## src/rtl/mem_access_unit.sv

```systemverilog
// ============================================================================
// Module      : mem_access_unit
// Description : Load/store sequencer that splits byte/half/word accesses into
//               legal word or single-byte memory cycles and extends load data.
// Revision    : 1.0 - initial release
// ============================================================================
`default_nettype none

module mem_access_unit #(
  parameter int ADDR_W       = 32,
  parameter bit FAST_ALIGNED = 1'b1
) (
  input  logic              clk,
  input  logic              reset,
  input  logic              req,
  input  logic              wr,
  input  logic [1:0]        size,
  input  logic              uns,
  input  logic [ADDR_W-1:0] addr,
  input  logic [31:0]       wdata,
  output logic              busy,
  output logic              done,
  output logic [31:0]       rdata,
  output logic              mem_we,
  output logic              mem_be,
  output logic [ADDR_W-1:0] mem_a,
  output logic [31:0]       mem_wd,
  input  logic [31:0]       mem_rd
);

  typedef enum logic [2:0] {
    S_IDLE  = 3'd0,
    S_WRITE = 3'd1,
    S_READ0 = 3'd2,
    S_READ1 = 3'd3,
    S_RESP  = 3'd4
  } state_t;

  state_t            r_state;
  logic [1:0]        r_size;
  logic              r_uns;
  logic [ADDR_W-1:0] r_addr;
  logic [31:0]       r_wdata;
  logic [1:0]        r_k;
  logic              r_fast;
  logic [31:0]       r_word0;
  logic              r_mem_we;
  logic              r_mem_be;
  logic [ADDR_W-1:0] r_mem_a;
  logic [31:0]       r_mem_wd;
  logic              r_done;
  logic [31:0]       r_rdata;

  logic [1:0]        w_last;
  logic [1:0]        w_k_next;
  logic              w_span;

  // Index of the last byte of an access: 0 for byte, 1 for half, 3 for word.
  function automatic logic [1:0] last_idx(input logic [1:0] s);
    case (s)
      2'b00:   last_idx = 2'd0;
      2'b01:   last_idx = 2'd1;
      default: last_idx = 2'd3;
    endcase
  endfunction

  function automatic logic [31:0] extract(input logic [63:0] dw, input logic [1:0] off,
                                          input logic [1:0] s, input logic u);
    logic [31:0] sh;
    sh = dw[{1'b0, off, 3'b000} +: 32];
    case (s)
      2'b00:   extract = u ? {24'b0, sh[7:0]}  : {{24{sh[7]}}, sh[7:0]};
      2'b01:   extract = u ? {16'b0, sh[15:0]} : {{16{sh[15]}}, sh[15:0]};
      default: extract = sh;
    endcase
  endfunction

  assign w_last   = last_idx(r_size);
  assign w_k_next = r_k + 2'd1;
  assign w_span   = ({1'b0, r_addr[1:0]} + {1'b0, w_last}) > 3'd3;

  always_ff @(posedge clk) begin
    if (reset) begin
      r_state  <= S_IDLE;
      r_size   <= 2'b00;
      r_uns    <= 1'b0;
      r_addr   <= '0;
      r_wdata  <= '0;
      r_k      <= 2'd0;
      r_fast   <= 1'b0;
      r_word0  <= '0;
      r_mem_we <= 1'b0;
      r_mem_be <= 1'b0;
      r_mem_a  <= '0;
      r_mem_wd <= '0;
      r_done   <= 1'b0;
      r_rdata  <= '0;
    end else begin
      r_done   <= 1'b0;
      r_mem_we <= 1'b0;
      r_mem_be <= 1'b0;
      r_mem_a  <= '0;
      r_mem_wd <= '0;
      case (r_state)
        S_IDLE: begin
          if (req) begin
            r_size  <= size;
            r_uns   <= uns;
            r_addr  <= addr;
            r_wdata <= wdata;
            r_k     <= 2'd0;
            if (wr) begin
              r_state  <= S_WRITE;
              r_mem_we <= 1'b1;
              r_mem_a  <= addr;
              if (FAST_ALIGNED && size[1] && (addr[1:0] == 2'b00)) begin
                r_fast   <= 1'b1;
                r_mem_be <= 1'b0;
                r_mem_wd <= wdata;
              end else begin
                r_fast   <= 1'b0;
                r_mem_be <= 1'b1;
                r_mem_wd <= {24'b0, wdata[7:0]};
              end
            end else begin
              r_state <= S_READ0;
              r_mem_a <= {addr[ADDR_W-1:2], 2'b00};
            end
          end
        end
        S_WRITE: begin
          if (r_fast || (r_k == w_last)) begin
            r_state <= S_RESP;
            r_done  <= 1'b1;
          end else begin
            r_k      <= w_k_next;
            r_mem_we <= 1'b1;
            r_mem_be <= 1'b1;
            r_mem_a  <= r_addr + ADDR_W'(w_k_next);
            r_mem_wd <= {24'b0, r_wdata[{w_k_next, 3'b000} +: 8]};
          end
        end
        S_READ0: begin
          if (w_span) begin
            r_word0 <= mem_rd;
            r_state <= S_READ1;
            r_mem_a <= r_mem_a + ADDR_W'(4);
          end else begin
            r_rdata <= extract({32'b0, mem_rd}, r_addr[1:0], r_size, r_uns);
            r_state <= S_RESP;
            r_done  <= 1'b1;
          end
        end
        S_READ1: begin
          r_rdata <= extract({mem_rd, r_word0}, r_addr[1:0], r_size, r_uns);
          r_state <= S_RESP;
          r_done  <= 1'b1;
        end
        S_RESP:  r_state <= S_IDLE;
        default: r_state <= S_IDLE;
      endcase
    end
  end

  // A write strobe must never reach memory while reset is asserted.
  assign mem_we = r_mem_we & ~reset;
  assign mem_be = r_mem_be;
  assign mem_a  = r_mem_a;
  assign mem_wd = r_mem_wd;
  assign busy   = (r_state != S_IDLE);
  assign done   = r_done;
  assign rdata  = r_rdata;

endmodule

`default_nettype wire

```

## config.mk

```make
export PLATFORM = sky130hd
export DESIGN_NAME = mem_access_unit
export DESIGN_NICKNAME = d
export VERILOG_FILES = /design/src/rtl/mem_access_unit.sv
export SDC_FILE = /design/constraint.sdc
export NUM_CORES = 1
export LEC_CHECK = 0
export BUFFER_PORTS_ARGS = -buffer_cell sky130_fd_sc_hd__buf_4
export CAP_MARGIN = 10
export CORE_ASPECT_RATIO = 1.5
export CORE_UTILIZATION = 55
export DETAILED_ROUTE_END_ITERATION = 8
export MAX_ROUTING_LAYER = met4
export PLACE_DENSITY = 0.81
export SYNTH_ARGS = -nofsm -noshare
export SYNTH_HDL_FRONTEND = slang
export SYNTH_SLANG_ARGS = --single-unit
```

## constraint.sdc

```tcl
create_clock -name clk -period 3.7 [get_ports clk]
set_clock_uncertainty 0.15 [all_clocks]
set_input_delay 0.74 -clock clk [delete_from_list [all_inputs] [get_ports clk]]
set_output_delay 0.74 -clock clk [all_outputs]
set_load 0.01 [all_outputs]
```

# [Word level (Yosys, flattened, before mapping)]
# Index checks and enable logic that the tools add are counted.
[totals] regBits=204 out_inout_bits=100 word_cells=86
[classes] add_sub_neg=4 n_lt_le_gt_ge=1 eq_ne=9 n_shift=3 n_mux=39 n_bitwise=2 n_reduce_logical=14
[ops] op="2-to-1 mux 32 bit" n=11
[ops] op="case mux 32 bit (2 select lines)" n=4
[ops] op="indexed part select 64 x 6 -> 32 bit" n=2
[ops] op="case mux 32 bit (3 select lines)" n=1
[ops] op="adder 32 x 2 -> 32 bit" n=1
[ops] op="adder 32 x 3 -> 32 bit, second input constant" n=1
[ops] op="indexed part select 32 x 6 -> 8 bit" n=1
[ops] op="case mux 3 bit (4 select lines)" n=1
[ops] op="2-to-1 mux 1 bit" n=9
[ops] op="2-to-1 mux 3 bit" n=3
[ops] op="2-to-1 mux 2 bit" n=4
[ops] op="2-to-1 mux 8 bit" n=1
[ops] op="!= test 2 bit, second input constant" n=4
[ops] op="case mux 2 bit (2 select lines)" n=2
[ops] op="AND reduction 2 bit" n=4
[ops] op="equality test 3 x 2 -> 1 bit, second input constant" n=2
[ops] op="AND reduction 3 bit" n=2
[ops] op="logical NOT 2 bit" n=2
[ops] op="case mux 1 bit (2 select lines)" n=2
[ops] op="nonzero test 2 bit" n=2
[ops] op="adder 2 x 2 -> 3 bit" n=1
[ops] op="equality test 3 x 1 -> 1 bit, second input constant" n=1
[ops] op="greater-than comparator 3 x 2 -> 1 bit, second input constant" n=1
[ops] op="logical NOT 3 bit" n=1
[ops] op="9 further kinds" n=9

# [Longest topological paths before layout]
[logic_depth] word_depth=6 mapped_depth=11

# [Least setup slack after synthesis]
# Ideal clock, no wire load.
[synth_timing] path_kind="register to register" startpoint="register r_k[1]" endpoint="register r_mem_a[22] (netlist: mem_a[22])" t_arrival_ns=2.418 slack_ns=1.005 stages_incl_launch_ff=11 path_buffers=2 synth_period_minus_slack_ns=2.695 path_cell_list="dfxtp_1 buf_1 xor2_1 inv_1 fa_1 nor3_1 buf_2 nand3_1 xnor2_1 a222oi_1 nor2_1"
[synth_via] elab_chain_cells=4 elab_cells_between_ends=6
[synth_rtl] element="start, declared" line_no="44" rtl="logic [1:0] r_k;"
[synth_rtl] element="start signal, assigned" line_no="136" rtl="r_k <= w_k_next;"
[synth_rtl] element="adder 2 x 1 -> 2 bit / equality test 2 bit (equally long branches)" line_no="79, 132"
[synth_rtl] element="adder 32 x 2 -> 32 bit / logical OR 1 bit (equally long branches)" line_no="139, 132"
[synth_rtl] element="2-to-1 mux 32 bit *" line_no="132" rtl="if (r_fast || (r_k == w_last)) begin"
[synth_rtl] element="case mux 32 bit (3 select lines) *" line_no="104" rtl="case (r_state)"
[synth_rtl] element="end signal, assigned" line_no="115" rtl="r_mem_a <= addr;"
[synth_rtl] element="end signal, assigned" line_no="139" rtl="r_mem_a <= r_addr + ADDR_W'(w_k_next);"
[synth_rtl] element="end signal, assigned" line_no="147" rtl="r_mem_a <= r_mem_a + ADDR_W'(4);"
[synth_rtl] element="end, declared" line_no="49" rtl="logic [ADDR_W-1:0] r_mem_a;"
# Mark *: on every way between the ends. The rest lies on a longest branch, timed or not.
# A chain may end at the register's enable or synchronous reset.

# [Final worst setup path]
[layout_timing] startpoint="register r_addr[1]" endpoint="register r_rdata[24] (netlist: rdata[24])"
[layout_via] elab_chain_cells=5 elab_cells_between_ends=14
[layout_rtl] element="start, declared" line_no="42" rtl="logic [ADDR_W-1:0] r_addr;"
[layout_rtl] element="start signal, assigned" line_no="109" rtl="r_addr <= addr;"
[layout_rtl] element="indexed part select 64 x 6 -> 32 bit" line_no="70" rtl="sh = dw[{1'b0, off, 3'b000} +: 32];"
[layout_rtl] element="2-to-1 mux 32 bit, on equally long branches" line_no="73, 72"
[layout_rtl] element="case mux 32 bit (2 select lines)" line_no="71" rtl="case (s)"
[layout_rtl] element="2-to-1 mux 32 bit" line_no="144" rtl="if (w_span) begin"
[layout_rtl] element="case mux 32 bit (2 select lines)" line_no="104"
[layout_rtl] element="end signal, assigned" line_no="149" rtl="r_rdata <= extract({32'b0, mem_rd}, r_addr[1:0], r_size, r_uns);"
[layout_rtl] element="end signal, assigned" line_no="155" rtl="r_rdata <= extract({mem_rd, r_word0}, r_addr[1:0], r_size, r_uns);"
[layout_rtl] element="end, declared" line_no="52" rtl="logic [31:0] r_rdata;"
# Several ways; a longest one is shown, not always the timed one. The select of a mux whose other input is x is not followed.

==> out/metrics.yaml <==
grt_max_degree: 77
hold_viol: 0
synthesis.area_um2: 10200
pwr_density_cell_nw_per_um2: 435
drv_slew: 0
first_pass_iters: 6
cts_tree: "done"
tns_ns: 0
final_nets: 1448
critPathRequiredTime_ns: 3.96
rsz0062_at_grt: "no"
placed_area_um2: 11700
final_cells: 1571
synthArstFlopShare: 0
start_kind: "register"
avgViaCountPerCell: 6.20
cp_cell_sequence: "buf_4, ha_1, a31oi_4, and2b_1, and2_1, a221oi_1, o22ai_1"
cts_hold_buffers: 0
clk_pin_slew_worst_paths_ns: 0.07
crit_path_top_delay_cell: "buf_4"
leakage_nw: 4.73
fp.dieH_um: 169
synthXorXnorAreaFrac: 0.0491
postCtsSetupBuffers: 0
synth_top_family_by_area: "simple AND/OR/NAND/NOR gates"
setup_viol: 0
synthToLayoutAreaGrowth_pct: 21.9
syn_avg_cell_area_um2: 8.58
wirelength_um: 29400
cap_violations: 0
multi_input_area_um2: 5650
io_buffers: 202
ys_seq_elements: 204
synthFlopType: "dfxtp_1"
die_w_um: 113
finalInstanceArea_um2: 12400
vias: 9748
wire_per_inst_um: 18.7
core-area_um2: 18000
min_path_cells: 2
post_synth_and_or_nand_nor_area_fraction: 0.219
grt_usage: 0.316
fmax_ghz: 0.341
num_antenna_cells: 0
dp_hpwl_um: 20300
synth_nets: 1294
syn_inst: 1186
yosys_warnings: 0
synth_compound_area_frac: 0.163
critPathMaxStageDelay_ns: 0.53
grt_pass1_wl_um: 46800
antenna_found_initial: 0
ant_nets: 0
outcome: "complete, no violations"
tightest_slew_ns: 0.892
crit_fanout: 49
synthMuxAreaShare: 0.116
ctsResizeCount: 0
initial_utilization: 0.565
path_class: "reg2reg"
grt_pass1_vias: 9519
drive_above_1_share: 0.232
gp_congestion: 0.945
ys_types: 62
dp_cells: 1534
io_pins: 203
finalCritPeriodShare: 0.792
cts.path.max_buffers: 3
synth_top_area_share: 0.402
n_fill_cell: 1474
ff_latch_area_um2: 4090
ys_top_cells_by_area: "dfxtp_1 40%, nand2_1 9.9%, mux4_2 9.5%"
min_path_type: "in2reg"
synth_seq_area_share: 0.402
cts_inserted_buffers: 21
rr_worst_depth: 7
end_kind: "register"
clock_latency_ns: 0.51
cts_max_level: 1
drc_errors: 0
final_cell_mix: "268 x nand2_1, 218 x buf_4, 202 x dfxtp_1"
synth_adder_area_share: 0.00689
cts_sinks: 204
post-route-min-period_ns: 2.93
cp.arrival_ns: 3.19
num_rows: 60
vdd_drop_max_uv: 407
overflow: 0
final_common_cell: "nand2_1"
synth_enable_flop_cells: 0
relSlewSlack: 0.403
clk_root_buffer_cell: "clkbuf_16"
drt-initial-drc-count: 958
yosys.area.top_type: "dfxtp_1"
dieArea_um2: 19100
power breakdown:
group          switching, mW  internal (mW)
clock network          0.880           1.25
logic                  0.466          0.370
registers              0.117           2.31
total                   1.46           3.93
area by class of cell:
type	count	area share
Clock buffer	28	0.0469
Clock inverter	9	0.00847
Inverter	8	0.00242
Multi-Input combinational cell	885	0.456
Sequential cell	204	0.329
Tap cell	217	0.0219
Timing Repair Buffer	220	0.135
synthesized netlist by cell type (2+ instances only):
cell type and instances:
a211oi_1 2, a21oi_1 129, a221oi_1 9, a222oi_1 11, a22oi_1 13, a311oi_1 7, a31oi_1 29, a32oi_1 7
a41oi_1 2, and2_1 39, and2b_1 3, and3_1 12, and4_1 4, buf_1 8, buf_2 24, buf_4 6
buf_6 4, clkbuf_1 47, dfxtp_1 204, ha_1 4, inv_1 7, mux2i_1 19, mux4_2 43, nand2_1 269
nand2b_1 4, nand3_1 24, nand4_1 21, nor2_1 81, nor2b_1 6, nor3_1 8, nor3b_1 2, nor4_1 4
nor4_4 2, o21a_1 4, o21ai_0 33, o21ai_1 5, o22ai_1 8, or2_1 2, or3_1 2, xnor2_1 46
xor2_1 11
state kept, by name, indices dropped and copies added, names as in the netlist:
register	flops
mem_be	1
r_k	2
mem_wd	32
rdata	32
done	1
r_word0	32
r_fast	1
r_state	3
r_wdata	32
r_size	2
r_uns	1
r_addr	32
mem_a	32
r_mem_we	1
layer usage:
metal | vias up | track usage | routed length [um]
met3 | 112 | 0.0523 | 2390
met2 | 525 | 0.523 | 14500
li1 | 4506 | - | -
met5 | - | - | 0
met4 | 0 | 0.195 | 1630
met1 | 4605 | 0.355 | 10900
final timing paths:
check,startpoint,endpoint,slack [ns]
worst max register to register,r_addr[1],rdata[24],0.77
worst max-delay path,r_addr[1],rdata[24],0.77
worst min register to register,r_wdata[2],r_wdata[2],0.30
worst min-delay path,wdata[18],mem_wd[18],0.30
logic make-up after synthesis:
logic type      count (synthesis)
compound gates                268
xor+xnor                       57
fa+ha+maj                       5
buf+inv                        97
flops                         204
mux                            64
simple gates                  491
through the flow:
step           hold WS (ns)  total power [mW]  setup slack, ns  utilization
2_1_floorplan         0.283              2.97             1.00            -
3_3_place_gp          0.288              3.28            0.868        0.650
3_5_place_dp          0.297              3.30            0.783        0.650
4_1_cts               0.288              5.41            0.741        0.688
5_1_grt               0.295              5.58            0.551        0.688
6_report              0.301              5.40            0.769        0.688
worst max-delay path, delay by kind of cell, from the launching register on:
family | cells | cell delay [ns]
AO/OA/AOI/OAI | 3 | 0.55
adder cells (fa/ha/maj) | 1 | 0.38
buffers and inverters | 1 | 0.53
flip-flops | 1 | 0.33
AND/OR/NAND/NOR | 2 | 0.89
(Power assumes the default switching activity.)
